### config.mk
export PLATFORM = sky130hd
export DESIGN_NAME = cache_ctrl_flat
export DESIGN_NICKNAME = d
export VERILOG_FILES = /design/src/rtl/cache_ctrl_if.sv /design/src/rtl/cache_ctrl.sv /design/src/flat_wrapper.sv
export SDC_FILE = /design/constraint.sdc
export NUM_CORES = 1
export LEC_CHECK = 0
export CAP_MARGIN = 25
export CORE_AREA = 2 2 125 127
export DETAILED_ROUTE_END_ITERATION = 6
export DIE_AREA = 0 0 127 129
export DONT_BUFFER_PORTS = 1
export SLEW_MARGIN = 20
export SYNTH_ARGS = -nofsm -noshare
export SYNTH_HDL_FRONTEND = slang
export SYNTH_SLANG_ARGS = --single-unit
### constraint.sdc
create_clock -name CLK -period 3.3 [get_ports CLK]
set_clock_uncertainty 0.1 [all_clocks]
set_input_delay 0.66 -clock CLK [delete_from_list [all_inputs] [get_ports CLK]]
set_output_delay 0.66 -clock CLK [all_outputs]
set_load 0.1 [all_outputs]
### src/rtl/cache_ctrl_if.sv
// Bundle of pipeline, line-block and memory-port signals around the data cache controller.
// The slave modport is the controller's view; master is the surrounding environment.
interface cache_ctrl_if;
   logic        MemRead;
   logic        MemWrite;
   logic [31:0] Addr;
   logic [31:0] WriteData;
   logic [31:0] ReadData;
   logic        Stall;
   logic [1:0]  LineIndex;
   logic [1:0]  BlkOffset;
   logic        BlkWE;
   logic        BlkSetValid;
   logic        BlkSetDirty;
   logic [25:0] BlkSetTag;
   logic [31:0] BlkWD;
   logic        BlkValid;
   logic        BlkDirty;
   logic [25:0] BlkTag;
   logic [31:0] BlkRD;
   logic        MemReq;
   logic        MemWE;
   logic [31:0] MemAddr;
   logic [31:0] MemWD;
   logic [31:0] MemRD;
   logic        MemAck;

   modport slave (
      input  MemRead, MemWrite, Addr, WriteData,
      output ReadData, Stall,
      output LineIndex, BlkOffset, BlkWE, BlkSetValid, BlkSetDirty, BlkSetTag, BlkWD,
      input  BlkValid, BlkDirty, BlkTag, BlkRD,
      output MemReq, MemWE, MemAddr, MemWD,
      input  MemRD, MemAck
   );

   modport master (
      output MemRead, MemWrite, Addr, WriteData,
      input  ReadData, Stall,
      input  LineIndex, BlkOffset, BlkWE, BlkSetValid, BlkSetDirty, BlkSetTag, BlkWD,
      output BlkValid, BlkDirty, BlkTag, BlkRD,
      input  MemReq, MemWE, MemAddr, MemWD,
      output MemRD, MemAck
   );
endinterface

### src/rtl/cache_ctrl.sv
// Direct-mapped, write-back, write-allocate data cache controller: 4 lines of 4 words,
// hit detection in IDLE, then line write-back and refill over a request/ack memory port.
module cache_ctrl (
   input  logic        CLK,
   input  logic        Reset,
   cache_ctrl_if.slave bus
);
   localparam int TAG_W      = 26;
   localparam int INDEX_W    = 2;
   localparam int LINE_WORDS = 4;
   localparam int OFF_W      = 2;

   typedef enum logic [1:0] {
      IDLE      = 2'd0,
      WRITEBACK = 2'd1,
      REFILL    = 2'd2
   } state_t;

   state_t             state_q, state_d;
   logic [OFF_W-1:0]   cnt_q, cnt_d;
   logic [TAG_W-1:0]   tag_q, tag_d;
   logic [INDEX_W-1:0] idx_q, idx_d;

   logic               req_s;
   logic               hit_s;
   logic               last_s;
   logic [TAG_W-1:0]   addr_tag_s;

   assign addr_tag_s   = bus.Addr[31:6];
   // Reset suppresses the request so Stall and block writes fall with it, not a cycle later.
   assign req_s        = (bus.MemRead | bus.MemWrite) & ~Reset;
   assign hit_s        = bus.BlkValid & (bus.BlkTag == addr_tag_s);
   assign last_s       = (cnt_q == OFF_W'(LINE_WORDS - 1));
   assign bus.ReadData = bus.BlkRD;

   // State, word counter and latched miss tag/index
   always_ff @(posedge CLK or posedge Reset) begin
      if (Reset) begin
         state_q <= IDLE;
         cnt_q   <= {OFF_W{1'b0}};
         tag_q   <= {TAG_W{1'b0}};
         idx_q   <= {INDEX_W{1'b0}};
      end else begin
         state_q <= state_d;
         cnt_q   <= cnt_d;
         tag_q   <= tag_d;
         idx_q   <= idx_d;
      end
   end

   // Next-state and all block/memory controls
   always_comb begin
      state_d         = state_q;
      cnt_d           = cnt_q;
      tag_d           = tag_q;
      idx_d           = idx_q;
      bus.Stall       = 1'b0;
      bus.LineIndex   = idx_q;
      bus.BlkOffset   = cnt_q;
      bus.BlkWE       = 1'b0;
      bus.BlkSetValid = 1'b0;
      bus.BlkSetDirty = 1'b0;
      bus.BlkSetTag   = tag_q;
      bus.BlkWD       = 32'd0;
      bus.MemReq      = 1'b0;
      bus.MemWE       = 1'b0;
      bus.MemAddr     = {tag_q, idx_q, cnt_q, 2'b00};
      bus.MemWD       = 32'd0;

      case (state_q)
         IDLE: begin
            bus.LineIndex = bus.Addr[5:4];
            bus.BlkOffset = bus.Addr[3:2];
            if (req_s && hit_s) begin
               if (bus.MemWrite) begin
                  bus.BlkWE       = 1'b1;
                  bus.BlkWD       = bus.WriteData;
                  bus.BlkSetValid = 1'b1;
                  bus.BlkSetDirty = 1'b1;
                  bus.BlkSetTag   = addr_tag_s;
               end else begin
                  bus.BlkWE       = 1'b0;
               end
            end else if (req_s) begin
               bus.Stall = 1'b1;
               tag_d     = addr_tag_s;
               idx_d     = bus.Addr[5:4];
               cnt_d     = {OFF_W{1'b0}};
               if (bus.BlkDirty) begin
                  state_d = WRITEBACK;
               end else begin
                  state_d = REFILL;
               end
            end else begin
               state_d = IDLE;
            end
         end

         WRITEBACK: begin
            // The victim's own tag addresses the write-back; the line is untouched until refill.
            bus.Stall   = 1'b1;
            bus.MemReq  = 1'b1;
            bus.MemWE   = 1'b1;
            bus.MemAddr = {bus.BlkTag, idx_q, cnt_q, 2'b00};
            bus.MemWD   = bus.BlkRD;
            if (bus.MemAck) begin
               cnt_d = cnt_q + 2'd1;
               if (last_s) begin
                  state_d = REFILL;
               end else begin
                  state_d = WRITEBACK;
               end
            end else begin
               cnt_d = cnt_q;
            end
         end

         REFILL: begin
            bus.Stall  = 1'b1;
            bus.MemReq = 1'b1;
            bus.MemWE  = 1'b0;
            if (bus.MemAck) begin
               bus.BlkWE       = 1'b1;
               bus.BlkWD       = bus.MemRD;
               bus.BlkSetTag   = tag_q;
               bus.BlkSetDirty = 1'b0;
               bus.BlkSetValid = last_s;
               cnt_d           = cnt_q + 2'd1;
               if (last_s) begin
                  state_d = IDLE;
               end else begin
                  state_d = REFILL;
               end
            end else begin
               cnt_d = cnt_q;
            end
         end

         default: begin
            state_d = IDLE;
         end
      endcase
   end
endmodule
### src/flat_wrapper.sv
// flat-port wrapper written by rule: the top's interface ports become plain ports
module cache_ctrl_flat 
  (CLK, Reset, bus_MemRead, bus_MemWrite, bus_Addr, bus_WriteData, bus_ReadData, bus_Stall, bus_LineIndex, bus_BlkOffset, bus_BlkWE, bus_BlkSetValid, bus_BlkSetDirty, bus_BlkSetTag, bus_BlkWD, bus_BlkValid, bus_BlkDirty, bus_BlkTag, bus_BlkRD, bus_MemReq, bus_MemWE, bus_MemAddr, bus_MemWD, bus_MemRD, bus_MemAck);
  cache_ctrl_if bus_i ();
  input  logic CLK;
  input  logic Reset;
  input wire logic [$bits(bus_i.MemRead)-1:0] bus_MemRead;
  input wire logic [$bits(bus_i.MemWrite)-1:0] bus_MemWrite;
  input wire logic [$bits(bus_i.Addr)-1:0] bus_Addr;
  input wire logic [$bits(bus_i.WriteData)-1:0] bus_WriteData;
  output wire logic [$bits(bus_i.ReadData)-1:0] bus_ReadData;
  output wire logic [$bits(bus_i.Stall)-1:0] bus_Stall;
  output wire logic [$bits(bus_i.LineIndex)-1:0] bus_LineIndex;
  output wire logic [$bits(bus_i.BlkOffset)-1:0] bus_BlkOffset;
  output wire logic [$bits(bus_i.BlkWE)-1:0] bus_BlkWE;
  output wire logic [$bits(bus_i.BlkSetValid)-1:0] bus_BlkSetValid;
  output wire logic [$bits(bus_i.BlkSetDirty)-1:0] bus_BlkSetDirty;
  output wire logic [$bits(bus_i.BlkSetTag)-1:0] bus_BlkSetTag;
  output wire logic [$bits(bus_i.BlkWD)-1:0] bus_BlkWD;
  input wire logic [$bits(bus_i.BlkValid)-1:0] bus_BlkValid;
  input wire logic [$bits(bus_i.BlkDirty)-1:0] bus_BlkDirty;
  input wire logic [$bits(bus_i.BlkTag)-1:0] bus_BlkTag;
  input wire logic [$bits(bus_i.BlkRD)-1:0] bus_BlkRD;
  output wire logic [$bits(bus_i.MemReq)-1:0] bus_MemReq;
  output wire logic [$bits(bus_i.MemWE)-1:0] bus_MemWE;
  output wire logic [$bits(bus_i.MemAddr)-1:0] bus_MemAddr;
  output wire logic [$bits(bus_i.MemWD)-1:0] bus_MemWD;
  input wire logic [$bits(bus_i.MemRD)-1:0] bus_MemRD;
  input wire logic [$bits(bus_i.MemAck)-1:0] bus_MemAck;
  assign bus_i.MemRead = bus_MemRead;
  assign bus_i.MemWrite = bus_MemWrite;
  assign bus_i.Addr = bus_Addr;
  assign bus_i.WriteData = bus_WriteData;
  assign bus_ReadData = bus_i.ReadData;
  assign bus_Stall = bus_i.Stall;
  assign bus_LineIndex = bus_i.LineIndex;
  assign bus_BlkOffset = bus_i.BlkOffset;
  assign bus_BlkWE = bus_i.BlkWE;
  assign bus_BlkSetValid = bus_i.BlkSetValid;
  assign bus_BlkSetDirty = bus_i.BlkSetDirty;
  assign bus_BlkSetTag = bus_i.BlkSetTag;
  assign bus_BlkWD = bus_i.BlkWD;
  assign bus_i.BlkValid = bus_BlkValid;
  assign bus_i.BlkDirty = bus_BlkDirty;
  assign bus_i.BlkTag = bus_BlkTag;
  assign bus_i.BlkRD = bus_BlkRD;
  assign bus_MemReq = bus_i.MemReq;
  assign bus_MemWE = bus_i.MemWE;
  assign bus_MemAddr = bus_i.MemAddr;
  assign bus_MemWD = bus_i.MemWD;
  assign bus_i.MemRD = bus_MemRD;
  assign bus_i.MemAck = bus_MemAck;
  cache_ctrl u_core (.CLK(CLK), .Reset(Reset), .bus(bus_i));
endmodule
==> impl_summary.log <==
[metrics] antenna violations before repair: 0
[metrics] cell count after synthesis: roughly 320
[metrics] port bufs: 0
[metrics] most frequent cell after synthesis: mux2_2
[metrics] most common flop cell mapped by yosys: dfrtp_1
[metrics] placeable core region: about 15000 sq um
[metrics] adder and majority gate portion of the synthesized area: 1.90%
[metrics] mux cell area share after synthesis: 31.7%
[metrics] number of top-level pins: about 330
[metrics] DRC violations left: 0
[metrics] final standard cell utilization of the core: 31.5%
[metrics] Worst slew margin: a little under three fifths
[metrics] clock buffer depth: 2
[metrics] xor and xnor fraction of the mapped netlist area: 6.93%
[metrics] busiest layer in global routing: met2
[metrics] number of nets with antenna violations after routing: 0
[metrics] largest family of logic cells by synthesized area: multiplexers
[metrics] Simple-Gate Fraction of Synth Area: between 10% and 20%
[metrics] Yosys reg bits: 32
[metrics] Overall Global Routing Usage: 11.6%
[metrics] Die Ht: ~130 um
[metrics] synth-to-layout area growth: 43.7%
[metrics] Routed WL per cell: around 20 um
[metrics] placed cell areas: 4350 sq um
[metrics] Reg clk slew, reported paths: about 0.050 ns
[metrics] number of global-route vias before repair: 2692
[metrics] warning count from the yosys run: 0
[metrics] layout net count: 517
[metrics] wire length reported by the detailed router: 10800 um
[metrics] most frequent cells after synthesis: mux2_2, buf_4, and2_1, a22o_1, dfrtp_1
[metrics] Reg2Reg Depth: 9
[metrics] proportion of layout cells with a drive suffix above 1: around two thirds
[metrics] per-cell via count in the routed design: ~5
[metrics] number of standard-cell rows in the floorplan: 45
[metrics] netlist area before placement: about 3300 sq um
[metrics] detailed-routing iteration count for the pre-antenna-repair pass: 4
[metrics] Compound-Gate Fraction of Synth Area: about a tenth
[metrics] # clock sinks: 32
[metrics] post-detailed-placement half-perimeter wirelength: a little over 8000 um
[metrics] number of buffers created by CTS: 5
[metrics] critical path class: in -> out
[metrics] Worst EP arrival: ~2.5 ns
[metrics] worst skew pair latency: between 0.2 and 0.3 ns
[metrics] overall die area: around 16000 sq um
[metrics] critical-path maximum fanout: 7
[metrics] slowest stage cell on the critical path: mux2_4
[metrics] Initial Util: ~22%
[metrics] Final Critical Period: around 3.2 ns
[metrics] worst-case setup margin in the final layout: about 0.053 ns
[metrics] clock root buffer: clkbuf_16
[metrics] endpoint kind of the worst setup timing path: output port
[metrics] number of H-tree levels: 2
[metrics] maximum number of pins on one net before global-route repair: 63
[metrics] worst-margin pin slew: between 0.6 and 0.7 ns
[metrics] required time reported for the critical path endpoint: 2.54 ns
[metrics] final hold violation count: 0
[metrics] worst setup timing slack at the placement stage: -0.0872 ns
[metrics] worst path cell trace: xnor2_4 > nand4_1 > nor4_2 > buf_4 > and2_4 > and3_4 > buf_12 > buf_8 > mux2_4 > buf_12
[metrics] met3 routing resource usage after global routing: about 3.6%
[metrics] routability cong.: a little under 0.8
[metrics] top post-synthesis cells by area: dfrtp_1, mux2_2, buf_4
[metrics] synthesized area per cell: 10.4 sq um
[metrics] critical path's most frequent cell: buf_12
[metrics] number of DRC violations after detailed-routing iteration 0: between 100 and 150
[metrics] pins over their slew limit: 0
[metrics] CTS tree: built
[metrics] overall die width: about 130 um
[metrics] maximum clock frequency: approximately 310 MHz
[metrics] overall overflow remaining after global route: 0
[metrics] total of max-cap violations: 0
[metrics] area occupied by multi-input gates: around 2300 sq um
[metrics] CP startpoint kind: input pin
[metrics] CTS hold repair buffers: 0
[metrics] distinct cell type count after synthesis: 34
[metrics] number of diodes added for antenna fixing: 0
[metrics] RSZ-0062 raised after global routing: yes
[metrics] number of enable flip-flop cells after synthesis: 0
[metrics] sequential area share after synthesis: 24.4%
[metrics] first-pass GRT wire length: around 15000 um
[metrics] final standard cell area without fillers: approximately 4700 sq um
[metrics] fraction of registers with async set/reset: between 90% and 100%
[metrics] Min-Delay Path Class: in -> async
[metrics] result of the run: finished clean
[metrics] cell type with the highest aggregate area in the netlist: dfrtp_1
[metrics] delay contributed by the slowest stage of the critical path: a little over 0.3 ns
[metrics] fillcell total: approximately 1500
[metrics] share of the synthesized area in the top cell type: 24.4%
[metrics] global routing usage on met1: 13.4%
[metrics] Final setup violation count: 0
[metrics] final worst path period share: around 100%
[metrics] vias: ~2600
[metrics] register area: roughly 800 sq um
[metrics] met2 Usage GRT: roughly a fifth
[logic make-up (layout without fill, tap and decap cells)]
group | after synthesis | in the layout
xor+xnor | 26 | 26
buf+inv | 61 | 96
mux | 86 | 86
flops | 32 | 32
other cells | 1 | 2
compound gates | 42 | 42
fa+ha+maj | 5 | 5
simple gates | 63 | 63
[cell type report]
| type | count | area share (%) |
|---|---|---|
| multi-input cells | 224 | 49.0 |
| repair buffers | 82 | 25.1 |
| flip-flops and latches | 32 | 17.0 |
| well taps | 188 | 4.98 |
| clock buffers | 6 | 2.73 |
| clock inverters | 2 | 0.742 |
| inverters | 6 | 0.477 |
[metrics by stage]
stage	TNS (ns)	cells	hold slack [ns]
4_1_cts	-0.187	537	0.294
3_3_place_gp	-1.72	528	0.407
5_1_grt	-0.160	540	0.323
3_5_place_dp	-2.26	528	0.420
6_report	0	540	0.274
2_1_floorplan	-0.265	317	0.392
[worst max-delay path, delay by kind of cell]
family                 cells  cell delay [ns]
buffers and inverters      4             0.60
XOR/XNOR                   1             0.17
AND/OR/NAND/NOR            4             0.74
multiplexers               1             0.31
[what timing repair did]
action / in CTS / in global routing
pin swaps: 0 / 9
endpoints found under the hold margin: 0 / 0
gates resized for setup: 9 / 24
setup endpoints to repair: 40 / 46
buffers inserted: 1 / 5
[worst paths after layout]
path,start,end,slack [ns]
max in group asynchronous,Reset,u_core.tag_q[25]$_DFFE_PP0P_,2.48
worst min register to register,u_core.tag_q[22]$_DFFE_PP0P_,u_core.tag_q[22]$_DFFE_PP0P_,0.43
worst max register to register,u_core.state_q[0]$_DFFE_PP0P_,u_core.cnt_q[1]$_DFFE_PP0P_,0.79
worst min-delay path,Reset,u_core.cnt_q[0]$_DFFE_PP0P_,0.27
min in group CLK,bus_Addr[20],u_core.tag_q[14]$_DFFE_PP0P_,0.42
worst max-delay path,bus_Addr[23],bus_BlkSetTag[23],0.05
[per-layer routing]
layer,wire length (um),up-vias
li1,-,1159
met1,4040,1306
met2,5880,165
met3,759,16
met4,152,0
met5,0,-
[layout by cell type, fill, tap and decap left out, drive strengths merged, types with 2 or more instances in the layout]
cell,netlist,final
a21oi,4,4
mux2,85,85
and2,34,34
a22o,32,32
nand2,3,3
nand4,7,7
inv,6,6
ha,5,5
nand3,3,3
and3,2,2
nor2,6,6
dfrtp,32,32
nor3,2,2
clkbuf,10,6
buf,45,82
conb,1,2
xnor2,26,26
o21ai,2,2
[sequential cells by signal, summed over array words and instances (netlist names)]
name,count
u_core.cnt_q,2
u_core.tag_q,26
u_core.state_q,2
u_core.idx_q,2
Power is left out: the tool's default activity adds up to more than one toggle a clock period on the data nets, which glitch-free logic cannot reach.
